File: src/rtl/scheduler_spawnout_reader.sv
// scheduler_spawnout_reader: polls the spawn-out queue header at rIdx, streams each valid
// entry word-by-word on AXI4-Stream, then clears the header's valid byte to free the slots.
module scheduler_spawnout_reader #(
    parameter int QUEUE_LEN = 1024,
    parameter int QUEUE_BITS = $clog2(QUEUE_LEN),
    parameter int ENTRY_VALID_OFFSET = 63,
    parameter int ENTRY_VALID_BYTE_OFFSET = 56,
    parameter int NUM_ARGS_OFFSET = 32,
    parameter int NUM_DEPS_OFFSET = 40,
    parameter int NUM_COPS_OFFSET = 48
) (
    input  logic                  clk,
    input  logic                  rstn,
    output logic [31:0]           spawnout_queue_addr,
    output logic                  spawnout_queue_en,
    output logic [7:0]            spawnout_queue_we,
    output logic [63:0]           spawnout_queue_din,
    input  logic [63:0]           spawnout_queue_dout,
    output logic [63:0]           outStream_TDATA,
    output logic                  outStream_TVALID,
    input  logic                  outStream_TREADY,
    output logic                  outStream_TLAST,
    output logic [QUEUE_BITS-1:0] rIdx_o
);
    typedef enum logic [2:0] {IDLE, HEADER, SEND, READ, CAPTURE, CLEAR} state_t;

    state_t state, state_nxt;
    logic [QUEUE_BITS-1:0] ridx, cur;
    logic [6:0] remaining, hdr_len, len;
    logic [63:0] data_buf;
    logic hdr_valid;

    assign hdr_valid = spawnout_queue_dout[ENTRY_VALID_OFFSET];
    assign len = 7'd4 + 7'(spawnout_queue_dout[NUM_DEPS_OFFSET +: 4])
               + 7'(spawnout_queue_dout[NUM_ARGS_OFFSET +: 4])
               + 7'd3 * 7'(spawnout_queue_dout[NUM_COPS_OFFSET +: 4]);

    always_comb begin
        state_nxt = state;
        case (state)
            IDLE:    state_nxt = HEADER;
            HEADER:  state_nxt = hdr_valid ? SEND : IDLE;
            SEND:    if (outStream_TREADY) state_nxt = (remaining == 7'd0) ? CLEAR : READ;
            READ:    state_nxt = CAPTURE;
            CAPTURE: state_nxt = SEND;
            default: state_nxt = IDLE;
        endcase
    end

    always_ff @(posedge clk or negedge rstn) begin
        if (!rstn) begin
            state     <= IDLE;
            ridx      <= '0;
            cur       <= '0;
            remaining <= '0;
            hdr_len   <= '0;
            data_buf  <= '0;
        end else begin
            state <= state_nxt;
            if (state == HEADER && hdr_valid) begin
                data_buf  <= spawnout_queue_dout;
                remaining <= len - 7'd1;
                cur       <= ridx;
                hdr_len   <= len;
            end
            if (state == SEND && outStream_TREADY && remaining != 7'd0) begin
                cur       <= cur + QUEUE_BITS'(1);
                remaining <= remaining - 7'd1;
            end
            if (state == CAPTURE) data_buf <= spawnout_queue_dout;
            // Index arithmetic wraps naturally at QUEUE_BITS
            if (state == CLEAR) ridx <= ridx + QUEUE_BITS'(hdr_len);
        end
    end

    // en/we are gated by rstn so nothing reaches the BRAM while reset is held
    assign spawnout_queue_en   = rstn && (state == IDLE || state == READ || state == CLEAR);
    assign spawnout_queue_we   = (rstn && state == CLEAR) ? 8'(8'h01 << (ENTRY_VALID_BYTE_OFFSET / 8)) : 8'h00;
    assign spawnout_queue_addr = 32'(state == READ ? cur : ridx) << 3;
    assign spawnout_queue_din  = '0;
    assign outStream_TVALID    = state == SEND;
    assign outStream_TLAST     = state == SEND && remaining == 7'd0;
    assign outStream_TDATA     = data_buf;
    assign rIdx_o              = ridx;
endmodule

File: config.mk
export PLATFORM = sky130hd
export DESIGN_NAME = scheduler_spawnout_reader
export DESIGN_NICKNAME = d
export VERILOG_FILES = /design/src/rtl/scheduler_spawnout_reader.sv
export SDC_FILE = /design/constraint.sdc
export NUM_CORES = 1
export LEC_CHECK = 0
export ABC_AREA = 1
export CELL_PAD_IN_SITES_DETAIL_PLACEMENT = 0
export CELL_PAD_IN_SITES_GLOBAL_PLACEMENT = 1
export CORE_MARGIN = 2
export CORE_UTILIZATION = 31
export CTS_BUF_LIST = sky130_fd_sc_hd__clkbuf_16
export CTS_CLUSTER_DIAMETER = 100
export DETAILED_ROUTE_END_ITERATION = 10
export PLACE_DENSITY = 0.9
export SETUP_SLACK_MARGIN = 0.1
export SYNTH_ARGS = -nofsm -noshare
export SYNTH_HDL_FRONTEND = slang
export SYNTH_SLANG_ARGS = --single-unit
File: constraint.sdc
create_clock -name clk -period 2.1 [get_ports clk]
set_clock_uncertainty 0.2 [all_clocks]
set_input_delay 0.42 -clock clk [delete_from_list [all_inputs] [get_ports clk]]
set_output_delay 0.42 -clock clk [all_outputs]
set_load 0.03 [all_outputs]
### Word level (Yosys, flattened, before mapping)

Cells that the tools add are included.

| word-level totals | value |
|---|---|
| logic and storage cells | 45 |
| input port bits | 67 |
| output and inout bits | 181 |
| register bits after elaboration | 101 |

| cells by class | value |
|---|---|
| multipliers | 1 |
| equal/unequal tests | 6 |
| reduce and logical (&&, ||, !) cells | 13 |
| $add $sub $neg | 7 |
| multiplexer cells | 12 |

Operator list:

| kind | number |
|---|---|
| 64-bit two-way mux | 2 |
| 10-bit two-way mux | 3 |
| 3-bit one-hot mux with 5 select lines | 1 |
| 7-bit two-way mux | 2 |
| 7-bit by 1-bit subtractor with 7-bit output (second input constant) | 2 |
| 10-bit by 1-bit adder with 10-bit output (second input constant) | 1 |
| 10-bit by 7-bit adder with 10-bit output | 1 |
| 8-bit two-way mux | 1 |
| 6-bit by 6-bit adder with 7-bit output | 1 |
| 7-bit zero test | 1 |
| 7-bit nonzero test | 1 |
| 5-bit by 4-bit adder with 6-bit output | 1 |
| 3-bit by 2-bit == test with 1-bit output (second input constant) | 2 |
| 3-bit == test (second input constant) | 2 |
| 1-bit logical AND | 6 |
| 2-bit by 4-bit multiplier with 6-bit output (first input constant) | 1 |
| 3-bit two-way mux | 2 |
| 3-bit by 4-bit adder with 5-bit output (first input constant) | 1 |
| 2-bit nonzero test | 2 |
| 3-bit by 1-bit == test with 1-bit output (second input constant) | 1 |
| 3-bit zero test | 1 |
| 1-bit logical OR | 2 |
| 2-bit two-way mux | 1 |
| 2-bit by 1-bit != test with 1-bit output (second input constant) | 1 |

### Longest topological paths before layout

| logic depth | value |
|---|---|
| depth after elaboration | 6 |
| mapped depth | 18 |
| gate-level depth less buffers | 18 |

### Worst setup path before layout

OpenSTA, ideal clock, no wires.

| path | value |
|---|---|
| path type | in2reg |
| start | in spawnout_queue_dout[33] |
| end | reg remaining[6] |
| stages | 12 |
| buffers on the path | 0 |
| path slack | -1.262 ns |
| required time | 1.783 ns |
| arrival time | 3.045 ns |
| library setup time | 0.117 ns |
| cells stage by stage | fa_1 fa_1 fa_1 ha_1 inv_1 fa_1 o31ai_1 nand2_1 o21ai_0 nand3_1 nand3_1 nand2_1 |

| on the way | value |
|---|---|
| longest elaborated chain between the ends | 5 |

RTL lines:

| what | line | RTL |
|---|---|---|
| from (decl) | 18 | `input logic [63:0] spawnout_queue_dout,` |
| 5-bit by 4-bit adder with 6-bit output | 35 | `+ 7'(spawnout_queue_dout[NUM_ARGS_OFFSET +: 4])` |
| 6-bit by 6-bit adder with 7-bit output | 36 | `+ 7'd3 * 7'(spawnout_queue_dout[NUM_COPS_OFFSET +: 4]);` |
| 7-bit by 1-bit subtractor with 7-bit output | 62 | `remaining <= len - 7'd1;` |
| 7-bit two-way mux | 60 | `if (state == HEADER && hdr_valid) begin` |
| 7-bit two-way mux | 66 | `if (state == SEND && outStream_TREADY && remaining != 7'd0) begin` |
| to (signal assigned) | 62 |  |
| to (signal assigned) | 68 | `remaining <= remaining - 7'd1;` |
| to (decl) | 29 | `logic [6:0] remaining, hdr_len, len;` |

No other way between the ends. The select of a mux whose other input is x is not followed.
A chain may end at the register's enable or synchronous reset.

### Worst setup path after layout

| path | value |
|---|---|
| start | in spawnout_queue_dout[49] |
| end | reg remaining[6] |

| on the way | value |
|---|---|
| longest elaborated chain between the ends | 5 |

RTL lines:

| what | line |
|---|---|
| 2-bit by 4-bit multiplier with 6-bit output | 36 |
| 6-bit by 6-bit adder with 7-bit output | 36 |
| 7-bit by 1-bit subtractor with 7-bit output | 62 |
| 7-bit two-way mux | 60 |
| 7-bit two-way mux | 66 |

No other way between the ends. The select of a mux whose other input is x is not followed.

==> flow_summary.yaml <==
timing:
  hold_viol: 0
  relSlewSlack_pct: 63.8
  max_freq_mhz: 318
  setup_violations: 24
  tightest_slew_ps: 543
  final_max_slew_viol_count: 0
  final.setup.worst_slack_ps: -1040
  finalCritPeriodShare_pct: 150
  finalCriticalPeriod_ps: 3140
  rsz0062_at_grt: "yes"
setup_path:
  crit_family: "adder cells"
  path_buf_inv: 3
  cp_max_fo: 2
  reg2reg_from: "state[0]$_DFFE_PN0P_"
  critical_path_required_ps: 2150
  crit_chain: "buf_8, fa_2, fa_1, fa_1, ha_4, inv_2, fa_2, xnor2_2, inv_1, nand2_1, nand2_1, nand2_2, nor2_2, nand3_1, nand3_1, nand2_1"
  crit_type: "primary input to flop"
  worstSetupStartpoint: "spawnout_queue_dout[49]"
  cp_data_arrival_time_ps: 3190
  crit_path_start_kind: "primary input"
  r2r_cells: 15
  crit_cells: 16
  cp-end-kind: "flop"
  cpMostUsedCell: "nand2_1"
  worst_path_max_delay_cell: "fa_1"
  critPathMaxStageDelay_ps: 540
logic_synthesis:
  ys_warn_count: 0
  syn_area_per_cell_um2: 8.02
  synth-simple-area-share_pct: 23.3
  muxShareOfSynthArea_pct: 0
  yosysUniqueCellTypes: 34
  synth_compound_area_share_pct: 6.67
  netlist_area_um2: 5910
  yosys.area_share.xor_xnor_pct: 1.78
  synth-seq-area-share_pct: 42.8
  synth_cells: 737
  synth_seq_cells: 101
  synthAdderAreaFrac_pct: 7.28
  synth_top_family_by_area: "simple AND/OR/NAND/NOR gates"
status:
  status: "finished, violations left"
  violations: "negative setup slack"
place:
  placed_area_um2: 7850
  dp.final_hpwl_um: 11400
  routabilityCongestion: 0.846
  io_buffers: 154
pwr:
  pwr-share-clk_pct: 12.5
  internal-power_mw: 7.36
  vdd_drop_max_uv: 533
  power_mw: 13.9
  power_frac_comb_pct: 62.6
  seq_power_share_pct: 24.9
  power_leakage_nw: 4.73
  sw_frac_of_total_pct: 47.0
  p_switching_mw: 6.52
  powerDensity_nw_per_um2: 1540
floorplanning:
  rows: 50
  dieArea_um2: 20200
  io_pins: 248
  start_util_pct: 31.6
  die_w_um: 142
  coreArea_um2: 18700
  dieHeight_um: 142
drt:
  drt_pass1_iterations: 5
  wl_per_cell_um: 13.4
  drt_wl_total_um: 16200
  routed_via_density: 4.31
  drc: 0
  num_vias: 5208
  drt_iter0_markers: 223
  ant_nets: 0
final_layout:
  final_cell_mix: "nand2_1, dfrtp_1, conb_1"
  layout_commonest_cell: "nand2_1"
  syn_to_final_growth_pct: 52.5
  final_util_pct: 48.2
  fin_nets: 1065
  n_antenna_cell: 0
  finalInstanceArea_um2: 9010
  drive_gt1_share_pct: 24.3
clocking:
  cts_buffer_depth: 2
  clkTransAtPathRegs_ps: 70
  cts_tree: "yes"
  htree_levels: 3
  cts_buffers: 9
  cts.sink_count: 101
  clock_insertion_delay_worst_skew_ps: 350
  cts-root-buf: "clkbuf_16"
worst_hold_path:
  holdPathStages: 3
  hold_path.startpoint: "spawnout_queue_dout[33]"
  hold_path_class: "primary input to flop"
global_route:
  antenna_found_initial: 0
  grt_pass1_wl_um: 25000
  grt.total_usage_pct: 15.6
  grt-ovfl-total: 0
  grt_max_degree: 102
  grt_pass1_vias: 4909
job:
  max-cap-violations: 0
## power groups by stage
stage | logic [mW] | clock network [mW] | registers (mW)
after floorplan | 3.40 | 0 | 4.64
after global placement | 7.52 | 0 | 3.43
after detailed placement | 7.60 | 0 | 3.47
after CTS | 8.20 | 1.80 | 3.43
after global routing | 9.44 | 1.86 | 3.57
final | 8.69 | 1.73 | 3.46
## per-layer routing
metal,routed length (um),share of wire (%),vias up,track usage (%)
met5,0,0,-,0
li1,-,-,2562,-
met3,923,5.7,29,3.20
met1,6700,41,2440,19.8
met4,426,2.6,0,5.84
met2,8140,50,177,26.1
## cell families (layout without fill, tap and decap cells)
group	Yosys count	in the layout
xor+xnor	12	12
simple gates	341	341
fa+ha+maj	29	29
other cells	1	93
compound gates	68	68
flops	101	101
buf+inv	185	330
## layout make-up
| cell class | instances | area, um^2 |
|---|---|---|
| Clock buffer | 9 | 225 |
| Inverter | 69 | 304 |
| Tap cell | 234 | 293 |
| Multi-Input combinational cell | 543 | 3110 |
| Clock inverter | 7 | 73.8 |
| Timing Repair Buffer | 245 | 2470 |
| Sequential cell | 101 | 2530 |
| Fill cell | 1750 | 9690 |
## metrics by stage
stage,setup slack (ps),setup TNS (ps),instances,hold slack (ps)
global route,-1170,-11710,1208,140
global placement,-1900,-18980,1145,261
floorplan,-1230,-9920,829,-75.6
CTS,-1030,-9160,1192,93.5
finish,-1040,-9630,1208,114
detailed placement,-1940,-19790,1145,264
## synth_stat cells (all sizes together)
cell | count | area, um^2
xnor2 | 4 | 35.0
dfrtp | 101 | 2530
or2 | 1 | 6.26
conb | 1 | 3.75
o221ai | 5 | 43.8
clkbuf | 7 | 26.3
a31oi | 1 | 6.26
o21ai | 43 | 215
o21bai | 1 | 7.51
nand2 | 285 | 1080
nand3 | 25 | 140
nand4 | 3 | 18.8
ha | 20 | 250
nor3 | 2 | 10.0
buf | 109 | 787
o211ai | 3 | 22.5
a21oi | 11 | 66.3
xor2 | 8 | 70.1
inv | 69 | 259
o31ai | 1 | 7.51
o22ai | 2 | 12.5
a22oi | 1 | 12.5
fa | 9 | 180
nor2 | 25 | 118
## what timing repair did
item,in CTS,in global routing
setup buffers,30,16
gates cloned,3,1
resized for setup,233,48
endpoints found under the hold margin,7,0
endpoints found under the setup margin,99,108
pin swaps,49,30
hold buffers,1,0
## path summary, 6_finish.rpt
kind,endpoint,slack (ps)
min reg2reg,outStream_TDATA[63]$_DFFE_PN0P_,270
max reg2reg,remaining[6]$_DFFE_PN0P_,-40
min,outStream_TDATA[33]$_DFFE_PN0P_,110
max,remaining[6]$_DFFE_PN0P_,-1040
min in group asynchronous,state[0]$_DFFE_PN0P_,590
max in group asynchronous,rIdx_o[0]$_DFFE_PN0N_,710
## worst reg2reg max path: stages, from the launching register on
cell     delay (ps)
dfrtp_1         400
buf_6           130
nor2_4          100
nand2_2          60
buf_4           150
nor2_8          140
nand2_4         100
nand2_1          60
nand2_1         100
ha_4            200
nand3_4          90
inv_2            40
nand3_1          70
nand2_1          50
nand3_1          70
nand2_1          50
## state kept, by name (all words and copies together), names as in the netlist
register / cells
remaining: 7
hdr_len: 7
rIdx_o: 10
outStream_TDATA: 64
state: 3
cur: 10
Note: power is estimated with default switching activity, not from simulation.
